[src/rtl/filterbank_pkg.sv]
// Shared types and default widths for the 16-band filterbank and its output serializer.
package filterbank_pkg;
  localparam int NBANDS = 16;
  localparam int IN_W   = 31;
  localparam int DROP   = 15;
  localparam int OUT_W  = 16;

  typedef logic signed [IN_W-1:0]  band_sample_t;
  typedef logic signed [OUT_W-1:0] out_sample_t;

  typedef enum logic {IDLE, SEND} state_t;
endpackage

[src/rtl/round_sat.sv]
// Combinational round-half-up by DROP LSBs followed by saturation to OUT_W signed bits.
module round_sat #(
  parameter int IN_W  = filterbank_pkg::IN_W,
  parameter int OUT_W = filterbank_pkg::OUT_W,
  parameter int DROP  = filterbank_pkg::DROP
) (
  input  logic signed [IN_W-1:0]  x,
  output logic signed [OUT_W-1:0] y
);
  localparam int SW = IN_W + 1 - DROP;
  localparam logic signed [IN_W:0] HALF = (IN_W+1)'(1) <<< (DROP - 1);

  // One guard bit above the input keeps the +half from wrapping at the positive limit.
  function automatic logic signed [SW-1:0] round_half_up(input logic signed [IN_W-1:0] v);
    logic signed [IN_W:0] r;
    r = (IN_W+1)'(v) + HALF;
    return r[IN_W:DROP];
  endfunction

  function automatic logic signed [OUT_W-1:0] saturate(input logic signed [SW-1:0] v);
    logic [SW-OUT_W:0] top;
    top = v[SW-1:OUT_W-1];
    if (&top || ~|top) return v[OUT_W-1:0];
    else if (v[SW-1])  return {1'b1, {(OUT_W-1){1'b0}}};
    else               return {1'b0, {(OUT_W-1){1'b1}}};
  endfunction

  assign y = saturate(round_half_up(x));
endmodule

[src/rtl/band_out_serializer.sv]
// Captures a full filterbank frame, converts it to OUT_W samples and streams one band per
// valid/ready transfer, with a pending buffer so the next frame can land while one drains.
module band_out_serializer #(
  parameter int NBANDS = filterbank_pkg::NBANDS,
  parameter int IN_W   = filterbank_pkg::IN_W,
  parameter int DROP   = filterbank_pkg::DROP,
  parameter int OUT_W  = filterbank_pkg::OUT_W
) (
  input  logic                    clock,
  input  logic                    reset,
  input  logic                    clk_enable,
  input  logic                    frame_valid,
  input  logic signed [IN_W-1:0]  band_in [NBANDS],
  output logic                    out_valid,
  input  logic                    out_ready,
  output logic signed [OUT_W-1:0] out_data,
  output logic [3:0]              out_band,
  output logic                    out_last,
  output logic                    overrun,
  input  logic                    overrun_clr,
  output logic [7:0]              drop_count
);
  import filterbank_pkg::*;

  localparam logic [3:0] LAST = 4'(NBANDS - 1);

  logic signed [OUT_W-1:0] conv   [NBANDS];
  logic signed [OUT_W-1:0] pend_q [NBANDS];
  logic signed [OUT_W-1:0] pend_d [NBANDS];
  logic signed [OUT_W-1:0] act_q  [NBANDS];
  logic signed [OUT_W-1:0] act_d  [NBANDS];
  state_t     state_q, state_d;
  logic [3:0] idx_q, idx_d;
  logic       vld_q, vld_d;
  logic       pfull_q, pfull_d;
  logic       overrun_q, overrun_d;
  logic [7:0] drop_count_q, drop_count_d;
  logic       vacate, hs, drop;

  for (genvar k = 0; k < NBANDS; k++) begin : g_rs
    round_sat #(.IN_W(IN_W), .OUT_W(OUT_W), .DROP(DROP)) u_rs (
      .x (band_in[k]),
      .y (conv[k])
    );
  end

  always_comb begin
    state_d      = state_q;
    idx_d        = idx_q;
    vld_d        = vld_q;
    pfull_d      = pfull_q;
    pend_d       = pend_q;
    act_d        = act_q;
    overrun_d    = overrun_q;
    drop_count_d = drop_count_q;
    vacate       = 1'b0;
    drop         = 1'b0;
    hs           = vld_q && out_ready && clk_enable;

    if (clk_enable) begin
      case (state_q)
        IDLE: begin
          if (pfull_q) begin
            act_d   = pend_q;
            vacate  = 1'b1;
            idx_d   = '0;
            state_d = SEND;
          end
        end
        SEND: begin
          // First SEND cycle after a transfer from IDLE only raises out_valid.
          if (!vld_q) begin
            vld_d = 1'b1;
          end else if (hs) begin
            if (idx_q != LAST) begin
              idx_d = idx_q + 4'd1;
            end else if (pfull_q) begin
              act_d  = pend_q;
              vacate = 1'b1;
              idx_d  = '0;
            end else begin
              vld_d   = 1'b0;
              idx_d   = '0;
              state_d = IDLE;
            end
          end
        end
        default: state_d = IDLE;
      endcase

      if (vacate) pfull_d = 1'b0;

      if (frame_valid) begin
        if (!pfull_q || vacate) begin
          pend_d  = conv;
          pfull_d = 1'b1;
        end else begin
          drop = 1'b1;
        end
      end

      // A drop in the same cycle as a clear wins; the clear still restarts the count.
      if (drop) begin
        overrun_d = 1'b1;
        if (overrun_clr)                drop_count_d = 8'd1;
        else if (drop_count_q != 8'hFF) drop_count_d = drop_count_q + 8'd1;
      end else if (overrun_clr) begin
        overrun_d    = 1'b0;
        drop_count_d = '0;
      end
    end
  end

  always_ff @(posedge clock or posedge reset) begin
    if (reset) begin
      state_q      <= IDLE;
      idx_q        <= '0;
      vld_q        <= 1'b0;
      pfull_q      <= 1'b0;
      overrun_q    <= 1'b0;
      drop_count_q <= '0;
      for (int k = 0; k < NBANDS; k++) begin
        pend_q[k] <= '0;
        act_q[k]  <= '0;
      end
    end else begin
      state_q      <= state_d;
      idx_q        <= idx_d;
      vld_q        <= vld_d;
      pfull_q      <= pfull_d;
      overrun_q    <= overrun_d;
      drop_count_q <= drop_count_d;
      pend_q       <= pend_d;
      act_q        <= act_d;
    end
  end

  assign out_valid  = vld_q;
  assign out_data   = act_q[idx_q];
  assign out_band   = idx_q;
  assign out_last   = vld_q && (idx_q == LAST);
  assign overrun    = overrun_q;
  assign drop_count = drop_count_q;
endmodule

[config.mk]
export PLATFORM = sky130hd
export DESIGN_NAME = band_out_serializer
export DESIGN_NICKNAME = d
export VERILOG_FILES = /design/src/rtl/filterbank_pkg.sv /design/src/rtl/round_sat.sv /design/src/rtl/band_out_serializer.sv
export SDC_FILE = /design/constraint.sdc
export NUM_CORES = 1
export LEC_CHECK = 0
export ABC_AREA = 0
export CORE_ASPECT_RATIO = 1.4
export CORE_UTILIZATION = 26
export DETAILED_ROUTE_END_ITERATION = 7
export PLACE_DENSITY_LB_ADDON = 0.2
export SYNTH_ARGS = -nofsm -noshare
export SYNTH_HDL_FRONTEND = slang
export SYNTH_HIERARCHICAL = 1
export SYNTH_SLANG_ARGS = --single-unit
[constraint.sdc]
create_clock -name clock -period 20.5 [get_ports clock]
set_input_delay 4.1 -clock clock [delete_from_list [all_inputs] [get_ports clock]]
set_output_delay 4.1 -clock clock [all_outputs]
set_load 0.02 [all_outputs]
==> reports/qor.txt <==
Result of the run -> finished clean
CP Launch Type -> flip-flop
Most frequent cells after synthesis -> 528 x dfrtp_1, 492 x mux2_1, 204 x nand2_1, 166 x xnor2_1, 107 x nand3_1
Cell types with the largest area share after synthesis -> dfrtp_1 45%, mux2_1 19%, mux4_2 6.1%
Most repeated library cell on the critical path -> mux4_2
Placed wire-length estimate -> 70310 um
Antenna Nets Post-Route -> 0
Clk slew on worst S/H paths -> 60 ps
Final routed DRC violation total -> 0
Worst-case clock buffer depth -> 3
Vias per std cell -> 4.748
Placer congestion estimate -> 0.8515
Count of mapped cells out of synthesis -> 2415
Worst reg2reg path startpoint -> out_band[0]
Worst ir drop on vdd -> 0.00006477 V
Clock buffer count from CTS -> 56
Number of distinct library cell variants in the gate-level netlist after synthesis -> 65
Remaining global-route overflow -> 0
Fmax -> 121.6 MHz
Setup slack of the most critical reg-to-reg path -> 15150 ps
Final core utilization -> 31.78%
PwrDens -> 100.2 nW/um^2
Clock Latency Late Sink -> 630 ps
Ports -> 533
Hold_buf cts -> 0
Via count of the first global-routing pass -> 21320
Final slew viol count -> 0
Sequential fraction of the synthesis area -> 44.57%
Synthesized Nets -> 2935
Cell taking the most area after synthesis -> dfrtp_1
Vertical die dimension -> 401.5 um
Finish-stage setup viols -> 0
Leakage component of the power -> 14.82 nW
Starting density of the core -> 26.22%
DP Worst Slack -> 12000 ps
Hold Worst Slack -> 471.4 ps
Data arrival at the endpoint of the critical path -> 4120 ps
CTS H-Tree Depth -> 2
Total standard cell area after synthesis -> 29650 um^2
Total die area -> 115400 um^2
Clock tree root driver cell -> clkbuf_16
Number of placement rows -> 146
Detailed router's first-iteration violation count -> 828
Seq cells post-synth -> 528
CP Data Required Time -> 16400 ps
Clock sinks -> 528
Number of cells traversed by the worst register-to-register path -> 9
Cells on Worst Hold Path -> 1
Fraction of final layout cells with drive strength greater than 1 -> 12.52%
Final net count -> 3220
Number of setup buffers added after CTS -> 0
Average detailed-routed wire length per instance -> 21.38 um
Worst Path Max Fanout -> 36
Max_slew headroom -> 25.27%
Overall routed net length -> 90520 um
Count of buffers from port buffering -> 308
GRT Overall Usage -> 15.75%
Drt first pass iters -> 5
Area share of the largest cell type after synthesis -> 44.57%
Relative area change from synthesis to final layout -> 21.23%
Reg2Reg Capture Point -> act_q[60]
HP Start -> pend_q[144]
Most used flip-flop cell after synthesis -> dfrtp_1
Worst clock skew -> 22.76 ps
Crit path time final -> 8222 ps
CP endpoint -> out_data[5]
Yosys warnings -> 6
Minimum setup slack in the final design -> 12280 ps
Slew of the pin with the lowest slew margin -> 1121 ps
Crit Path Class -> flip-flop to output port
Longest individual stage delay on the worst path -> 890 ps
Vias -> 20100
Post-Synthesis Mean Instance Area -> 12.28 um^2
Post-synthesis async set-or-reset flop share -> 100.0%
Floorplan Core Area -> 113100 um^2
Chip width -> 287.4 um
Kind of end point of the critical path -> output port
EDFF count, synth -> 0
Resized Gates After CTS -> 0
Period Utilization, post-route -> 40.11%
Startpoint of the worst setup timing path -> out_band[0]
Setup repair after global routing missed its margin -> no
Number of antenna violations at the first check in global routing -> 12
Class of the worst hold path -> flip-flop to flip-flop
Wire length of the first global-routing pass -> 137400 um
Maximum number of pins on one net before global-route repair -> 129
Slowest stage cell on the critical path -> dfrtp_4
Overall power after layout -> 0.003603 W
CTS tree -> yes
Count leader, synth -> dfrtp_1
Setup TNS after final layout -> 0 ps
Max-cap check violation count -> 0
Critical-path cell list -> buf_4, mux4_2, mux4_2, clkdlybuf4s50_1
Hold violation total from the final report -> 0
[cell type report]
type / instances / area (um^2)
Fill cell: 11220 / 77140
Clock buffer: 73 / 1607
Timing Repair Buffer: 323 / 3208
Inverter: 51 / 198.9
Sequential cell: 528 / 13220
Tap cell: 1480 / 1852
Antenna cell: 6 / 15.01
Multi-Input combinational cell: 1740 / 15470
Clock inverter: 32 / 371.6
[worst max-delay path: cells and delay by family (launching register included)]
family | cells | cell delay (ps)
buf+inv | 2 | 1300
mux | 2 | 1230
flops | 1 | 890
[layout by cell type, fill, tap and decap left out, types with 17 or more instances in the layout]
cell / instances
clkbuf_16: 57
inv_1: 50
nand3_4: 17
xnor2_1: 166
clkdlybuf4s50_1: 308
mux4_2: 80
nor2_1: 99
nor4_1: 30
nor3_1: 47
a31oi_1: 35
nand3_1: 107
a22o_1: 17
xor2_1: 34
and3_1: 51
nand2_1: 204
ha_1: 18
dfrtp_1: 526
a21oi_1: 68
o21ai_0: 60
mux2_2: 21
mux2_1: 492
[worst min-delay path by stage]
stage                       to  slack [ps]
floorplan             act_q[0]         450
global placement    pend_q[81]         460
detailed placement  act_q[166]         470
CTS                 act_q[235]         480
global route        pend_q[55]         500
finish              act_q[144]         470
[through the flow]
stage | instances | instance area (um^2)
global placement | 4122 | 33950
finish | 4233 | 35940
CTS | 4227 | 35920
floorplan | 2415 | 29650
global route | 4230 | 35930
detailed placement | 4122 | 33950
[flip-flops by register name (all words and copies together), names as in the netlist]
signal / cells
act_q: 256
state_q: 1
pend_q: 256
out_valid: 1
out_band: 4
pfull_q: 1
drop_count: 8
overrun: 1
[layer usage]
metal / global-route usage [%] / up-vias / routed length [um]
li1: - / 9387 / -
met1: 19.36 / 10200 / 37460
met2: 28.78 / 407 / 47750
met3: 1.852 / 102 / 3234
met4: 3.845 / 0 / 2078
met5: 0 / - / 0
[logic make-up after synthesis]
logic type	count (synthesis)	synth area share (%)
AOI/OAI and AO/OA	240	5.073
xor gates and xnor gates	200	5.909
adders and majority gates	18	0.7597
buffers and inverters	147	3.305
DFF	528	44.57
muxes	609	26.10
and+or+nand+nor	673	14.28
[power breakdown]
group	internal [W]	switching, W
Sequential	0.00138	0.000231
Clock	0.000642	0.000444
Combinational	0.000472	0.000438
Note: power is estimated with default switching activity, not from simulation.
